$ cat src/rtl/mod_n_updown_counter_if.sv
// Control/status bundle for mod_n_updown_counter. The master drives the count
// controls. The slave (the counter) returns count, terminal count and the wrap flag.
interface mod_n_updown_counter_if #(
    parameter int WIDTH = 4
);
    logic             En;
    logic             Up;
    logic             Load;
    logic [WIDTH-1:0] LoadVal;
    logic [WIDTH-1:0] count;
    logic             Tc;
    logic             Wrap;

    modport master (
        output En, Up, Load, LoadVal,
        input  count, Tc, Wrap
    );

    modport slave (
        input  En, Up, Load, LoadVal,
        output count, Tc, Wrap
    );
endinterface

$ cat src/rtl/mod_n_updown_counter.sv
// Synchronous modulo-N up/down counter with clamped parallel load, combinational Tc and registered Wrap.
// Optional build macro MOD_N_UPDOWN_COUNTER_SATURATE_EN: hold at the limits instead of wrapping.
module mod_n_updown_counter #(
    parameter int WIDTH   = 4,
    parameter int MODULUS = 16
) (
    input logic                    Clk,
    input logic                    ClrN,
    mod_n_updown_counter_if.slave  bus
);
    localparam logic [WIDTH-1:0] MAX_VAL    = WIDTH'(MODULUS - 1);
    localparam bit               FULL_RANGE = (MODULUS == (1 << WIDTH));

    logic [WIDTH-1:0] count_q, count_d;
    logic             wrap_q, wrap_d;
    logic [WIDTH-1:0] load_val_c;
    logic             at_top, at_bottom;

    // When every WIDTH-bit value is legal, no clamp is needed and no constant-false compare is built.
    generate
        if (FULL_RANGE) begin : g_no_clamp
            assign load_val_c = bus.LoadVal;
        end else begin : g_clamp
            assign load_val_c = (bus.LoadVal > MAX_VAL) ? MAX_VAL : bus.LoadVal;
        end
    endgenerate

    assign at_top    = (count_q == MAX_VAL);
    assign at_bottom = (count_q == '0);

    // NOTE: assign every always_comb output a default first so no path can infer a latch.
    always_comb begin
        count_d = count_q;
        wrap_d  = 1'b0;
        if (bus.Load) begin
            count_d = load_val_c;
        end else if (bus.En) begin
            if (bus.Up) begin
                if (at_top) begin
`ifdef MOD_N_UPDOWN_COUNTER_SATURATE_EN
                    count_d = MAX_VAL;
`else
                    count_d = '0;
`endif
                    wrap_d  = 1'b1;
                end else begin
                    count_d = count_q + WIDTH'(1);
                end
            end else begin
                if (at_bottom) begin
`ifdef MOD_N_UPDOWN_COUNTER_SATURATE_EN
                    count_d = '0;
`else
                    count_d = MAX_VAL;
`endif
                    wrap_d  = 1'b1;
                end else begin
                    count_d = count_q - WIDTH'(1);
                end
            end
        end
    end

    // NOTE: sequential state uses non-blocking assignments so all flops update together.
    always_ff @(posedge Clk) begin
        if (!ClrN) begin
            count_q <= '0;
            wrap_q  <= 1'b0;
        end else begin
            count_q <= count_d;
            wrap_q  <= wrap_d;
        end
    end

    // Tc is left unregistered so a cascaded stage can step on the same edge.
    assign bus.Tc    = bus.En & ((bus.Up & at_top) | (~bus.Up & at_bottom));
    assign bus.count = count_q;
    assign bus.Wrap  = wrap_q;
endmodule
$ cat src/flat_wrapper.sv
// flat-port wrapper written by rule: the top's interface ports become plain ports
module mod_n_updown_counter_flat 
#(
    parameter int WIDTH   = 4,
    parameter int MODULUS = 16
)
  (Clk, ClrN, bus_En, bus_Up, bus_Load, bus_LoadVal, bus_count, bus_Tc, bus_Wrap);
  mod_n_updown_counter_if #(.WIDTH(WIDTH)) bus_i ();
  input logic Clk;
  input logic ClrN;
  input wire logic [$bits(bus_i.En)-1:0] bus_En;
  input wire logic [$bits(bus_i.Up)-1:0] bus_Up;
  input wire logic [$bits(bus_i.Load)-1:0] bus_Load;
  input wire logic [$bits(bus_i.LoadVal)-1:0] bus_LoadVal;
  output wire logic [$bits(bus_i.count)-1:0] bus_count;
  output wire logic [$bits(bus_i.Tc)-1:0] bus_Tc;
  output wire logic [$bits(bus_i.Wrap)-1:0] bus_Wrap;
  assign bus_i.En = bus_En;
  assign bus_i.Up = bus_Up;
  assign bus_i.Load = bus_Load;
  assign bus_i.LoadVal = bus_LoadVal;
  assign bus_count = bus_i.count;
  assign bus_Tc = bus_i.Tc;
  assign bus_Wrap = bus_i.Wrap;
  mod_n_updown_counter #(.WIDTH(WIDTH), .MODULUS(MODULUS)) u_core (.Clk(Clk), .ClrN(ClrN), .bus(bus_i));
endmodule
$ cat config.mk
export PLATFORM = sky130hd
export DESIGN_NAME = mod_n_updown_counter_flat
export DESIGN_NICKNAME = d
export VERILOG_FILES = /design/src/rtl/mod_n_updown_counter_if.sv /design/src/rtl/mod_n_updown_counter.sv /design/src/flat_wrapper.sv
export SDC_FILE = /design/constraint.sdc
export NUM_CORES = 1
export LEC_CHECK = 0
export ABC_CLOCK_PERIOD_IN_PS = 2100
export BUFFER_PORTS_ARGS = -buffer_cell sky130_fd_sc_hd__buf_2
export CAP_MARGIN = 15
export CORE_AREA = 2 2 39 41
export CTS_CLUSTER_DIAMETER = 100
export DETAILED_ROUTE_END_ITERATION = 10
export DIE_AREA = 0 0 41 43
export PLACE_DENSITY_LB_ADDON = 0.25
export REMOVE_ABC_BUFFERS = 1
export SLEW_MARGIN = 20
export SYNTH_ARGS = -nofsm -noshare
export SYNTH_HDL_FRONTEND = slang
export SYNTH_SLANG_ARGS = --single-unit
$ cat constraint.sdc
create_clock -name Clk -period 2.1 [get_ports Clk]
set_clock_uncertainty 0.05 [all_clocks]
set_input_delay 0.21 -clock Clk [delete_from_list [all_inputs] [get_ports Clk]]
set_output_delay 0.21 -clock Clk [all_outputs]
set_load 0.05 [all_outputs]
After elaboration in Yosys (flattened, before gate mapping)
Index checks and enable logic that the tools add are counted.
- register bits after elaboration: 5
- word-level logic and storage cells: 23
- output and inout bits: 6
- input port bits: 9
- $add $sub $neg: 2
- bitwise logic cells: 7
- mux-type cells: 8
- equality and inequality tests: 1
- reductions and logical operators: 3
- operators with widths (operator ; count):
    2-to-1 mux 4 bit ; 5
    adder 4 x 1 -> 4 bit, second input constant ; 1
    equality test 4 bit, second input constant ; 1
    zero test 4 bit ; 1
    subtractor 4 x 1 -> 4 bit, second input constant ; 1
    AND 1 bit ; 3
    2-to-1 mux 1 bit ; 3
    inverter 1 bit ; 3
    OR reduction 3 bit ; 1
    nonzero test 2 bit ; 1
    OR 1 bit ; 1

Longest topological paths before layout
- depth after elaboration: 5
- depth in mapped cells: 6
- mapped depth without buffers: 6

Worst setup path before layout
No wires, ideal clock.
- path type: reg-to-reg
- start point: reg u_core.count_q[0] (netlist: u_core.bus.count[0])
- end point: reg u_core.wrap_q (netlist: u_core.bus.Wrap)
- period minus slack after synthesis: 2383 ps
- required time: 1987 ps
- cell stages (with the launch flop): 6
- library setup time: 63 ps
- buffers on the path: 0
- path slack: -283 ps
- arrival: 2270 ps
- cells stage by stage: dfxtp_1 inv_1 ha_1 or4b_4 a21boi_1 and3_1
- word-level cells in the longest chain between the ends: 3
- elaborated cells between the ends (all ways): 5
- those cells by class: eq/ne: 1; mux: 3; reduce/logical: 1
- RTL lines (element ; RTL line ; source):
    start: declaration ; mod_n_updown_counter.sv:14 ; logic [WIDTH-1:0] count_q, count_d;
    start signal: assignment ; mod_n_updown_counter.sv:70 ; count_q <= count_d;
    equality test 4 bit or zero test 4 bit (tied branches) ; mod_n_updown_counter.sv:28, mod_n_updown_counter.sv:29 ;
    2-to-1 mux 1 bit, on equally long branches ; mod_n_updown_counter.sv:39, mod_n_updown_counter.sv:50 ;
    2-to-1 mux 1 bit (*) ; mod_n_updown_counter.sv:38 ; if (bus.Up) begin
    end signal: assignment ; mod_n_updown_counter.sv:71 ; wrap_q <= wrap_d;
    end: declaration ; mod_n_updown_counter.sv:15 ; logic wrap_q, wrap_d;
Every way passes the cells marked *; elsewhere a longest branch is shown, timed or not.
A chain may end at the register's enable or synchronous reset.

Final worst setup path
- start point: reg u_core.count_q[0] (netlist: u_core.bus.count[0])
- end point: out bus_Tc
- word-level cells in the longest chain between the ends: 4
- elaborated cells between the ends (all ways): 6
- those cells by class: eq/ne: 1; bitwise: 4; reduce/logical: 1
- RTL lines (element ; RTL line ; source):
    equality test 4 bit or zero test 4 bit (tied branches) ; mod_n_updown_counter.sv:28, mod_n_updown_counter.sv:29 ;
    AND 1 bit ; mod_n_updown_counter.sv:76 ; assign bus.Tc = bus.En & ((bus.Up & at_top) | (~bus.Up & at_bottom));
    OR 1 bit (*) ; mod_n_updown_counter.sv:76 ;
    AND 1 bit (*) ; mod_n_updown_counter.sv:76 ;
    end: declaration ; flat_wrapper.sv:16 ; output wire logic [$bits(bus_i.Tc)-1:0] bus_Tc;
Marks and branches as above.

==> results.py <==
metrics = {
    "placed_design": {
        "placed_area_sq_um": 427,
        "globalplace.congestion": 0.670,
        "port_buffers": 14,
        "dp.cells": 70,
        "dpl.hpwl_um": 585,
    },
    "route": {
        "wl_per_cell_um": 10.1,
        "drc_errors": 0,
        "first_pass_iters": 2,
        "wl_um": 744,
        "drt-initial-drc-count": 2,
        "via_per_inst": 4.70,
        "vias": 348,
        "drtAntennaViolNets": 0,
    },
    "finish": {
        "fin_util_pct": 32.9,
        "final_cells": 74,
        "final_layout_size_suffix_gt1_share_pct": 34.5,
        "final_area_sq_um": 455,
        "syn_to_final_growth_pct": 33.3,
        "diodes": 0,
        "layout.nets": 70,
    },
    "cts": {
        "clk_latency_ns": 0.24,
        "htree_levels": 1,
        "cts.sinks": 5,
        "cts.clk_slew.worst_paths_ns": 0.04,
        "numCtsBuffers": 3,
        "root_buffer": "clkbuf_4",
        "cts_buffer_depth": 2,
        "cts_tree": "built",
        "hold_buffers": 0,
    },
    "logic_synthesis": {
        "synth_area_leader_cell": "dfxtp_1",
        "synth_area_per_cell_sq_um": 8.33,
        "netlist_instances": 41,
        "synth_cell_types": 22,
        "synth-edff-count": 0,
        "synthAdderAreaFrac_pct": 7.33,
        "synth_top_family_by_area": "simple AND/OR/NAND/NOR gates",
        "synth.top_cell.area_share_pct": 29.3,
        "synth_compound_area_share_pct": 19.8,
        "synth-seq-area-share_pct": 29.3,
        "async_flop_share_pct": 0,
        "synthTopCellsByCount": "5 x dfxtp_1, 5 x nand2_1, 4 x o21ai_0",
        "synth_xor_area_share_pct": 5.13,
        "yosys-top-cells-area": "dfxtp_1 29%, ha_1 7.3%, mux2i_1 5.9%",
        "synth_flop_cell": "dfxtp_1",
        "synth-seq-cells": 5,
        "yosysWarnings": 0,
        "synthMuxAreaShare_pct": 9.16,
        "synth-simple-area-share_pct": 24.5,
        "synth_area_sq_um": 342,
    },
    "setup_path": {
        "cp_cell_sequence": "inv_1 > ha_1 > or4b_4 > a21boi_1 > clkbuf_4",
        "cp_num_buf_inv": 2,
        "start_kind": "flop",
        "cp_slowest_stage_delay_ns": 0.47,
        "cp_top_family": "simple AND/OR/NAND/NOR gates",
        "worstPathRequired_ns": 1.84,
        "end_kind": "primary output",
        "arrival_ns": 1.72,
        "path_class": "flop to primary output",
        "slowest_stage": "or4b_4",
        "critPathMaxFanout": 7,
    },
    "floorplan": {
        "std_cell_rows": 14,
        "io-pin-count": 15,
        "die_w_um": 41,
        "core_area_sq_um": 1380,
        "die_h_um": 43,
        "start_util_pct": 24.7,
        "dieArea_sq_um": 1760,
    },
    "sta": {
        "hold_viol_final": 0,
        "slew_headroom_pct": 83.5,
        "tightest_slew_ns": 0.250,
        "post-route-min-period_ns": 1.98,
        "worst_hold_slack_ns": 0.189,
        "drv_slew": 0,
        "rsz0062_at_grt": "no",
        "period_share_pct": 94.1,
        "fmax_mhz": 506,
        "setup_viol": 0,
    },
    "power": {
        "power.density_nw_per_um2": 694,
        "irDropWorstVdd_mv": 0.346,
        "p_leak_nw": 0.220,
        "total_power_mw": 0.316,
    },
    "grt": {
        "grt_usage_pct": 10.3,
        "antenna_found_initial": 0,
        "grt_max_degree": 8,
        "grt-ovfl-total": 0,
        "grt_pass1_wl_mm": 1.17,
        "grt_pass1_vias": 277,
    },
    "job": {
        "drv_cap": 0,
    },
    "worst_hold_path": {
        "min_path_type": "primary input to flop",
    },
    "run_status": {
        "status": "finished clean",
    },
}
==> layout make-up <==
cell class	count	area (sq um)
clock buffer	4	26.3
sequential	5	100
inverter	3	11.3
timing repair buffer	14	72.6
fill	158	928
tap	16	20.0
multi-input combinational	32	225
==> layer usage <==
layer | share of wire, % | up-vias | track usage [%] | wire [um]
met3 | 12 | 0 | 7.85 | 88
met4 | 0 | 0 | 4.00 | 0
met1 | 45 | 148 | 14.4 | 333
met2 | 43 | 15 | 11.6 | 322
li1 | - | 185 | - | -
met5 | 0 | - | 0 | 0
==> worst paths after layout <==
path / start / endpoint / slack [ns] / cells past startpoint
worst max register to register: u_core.bus.count[0] / u_core.bus.count[0] / 0.40 / 6
worst max-delay path: u_core.bus.count[0] / bus_Tc / 0.12 / 5
worst min register to register: u_core.bus.count[2] / u_core.bus.count[2] / 0.59 / 2
worst min-delay path: ClrN / u_core.bus.count[0] / 0.19 / 2
==> registers in the layout (all words and copies together) (netlist names) <==
name	count
u_core.bus.Wrap	1
u_core.bus.count	4
==> stage by stage <==
step	worst slack [ns]	TNS (ns)
after floorplan	-0.283	-0.467
after global placement	0.352	0
after detailed placement	0.346	0
after CTS	0.0803	0
after global routing	0.00152	0
final	0.124	0
==> power breakdown <==
part / total, mW / internal [mW] / leakage [nW] / switching (mW)
logic: 0.0918 / 0.0359 / 0.163 / 0.0560
clock network: 0.112 / 0.0719 / 0.0150 / 0.0397
registers: 0.113 / 0.102 / 0.0413 / 0.0103
==> cell families (layout without fill, tap and decap cells) <==
group	Yosys count	after routing
flip-flops	5	5
buffers and inverters	4	21
AO/OA/AOI/OAI	11	11
adder cells (fa/ha/maj)	2	2
AND/OR/NAND/NOR	14	14
XOR/XNOR	2	2
multiplexers	3	3
==> repair_timing <==
item,CTS,global route
buffers inserted,0,0
setup endpoints to repair,0,1
gates resized for setup,0,1
==> cell usage in the layout, fill, tap and decap left out, drive strengths merged <==
| master | instances |
|---|---|
| or4 | 1 |
| xnor2 | 1 |
| nand4 | 1 |
| o31ai | 2 |
| a211oi | 1 |
| nand2 | 5 |
| a21boi | 1 |
| mux2 | 1 |
| a21oi | 2 |
| or4b | 1 |
| inv | 3 |
| xor2 | 1 |
| and2 | 2 |
| o211ai | 1 |
| dfxtp | 5 |
| clkbuf | 5 |
| ha | 2 |
| mux2i | 2 |
| o21ai | 4 |
| nor3 | 1 |
| buf | 13 |
| and3 | 3 |
Note: power is estimated with default switching activity, not from simulation.
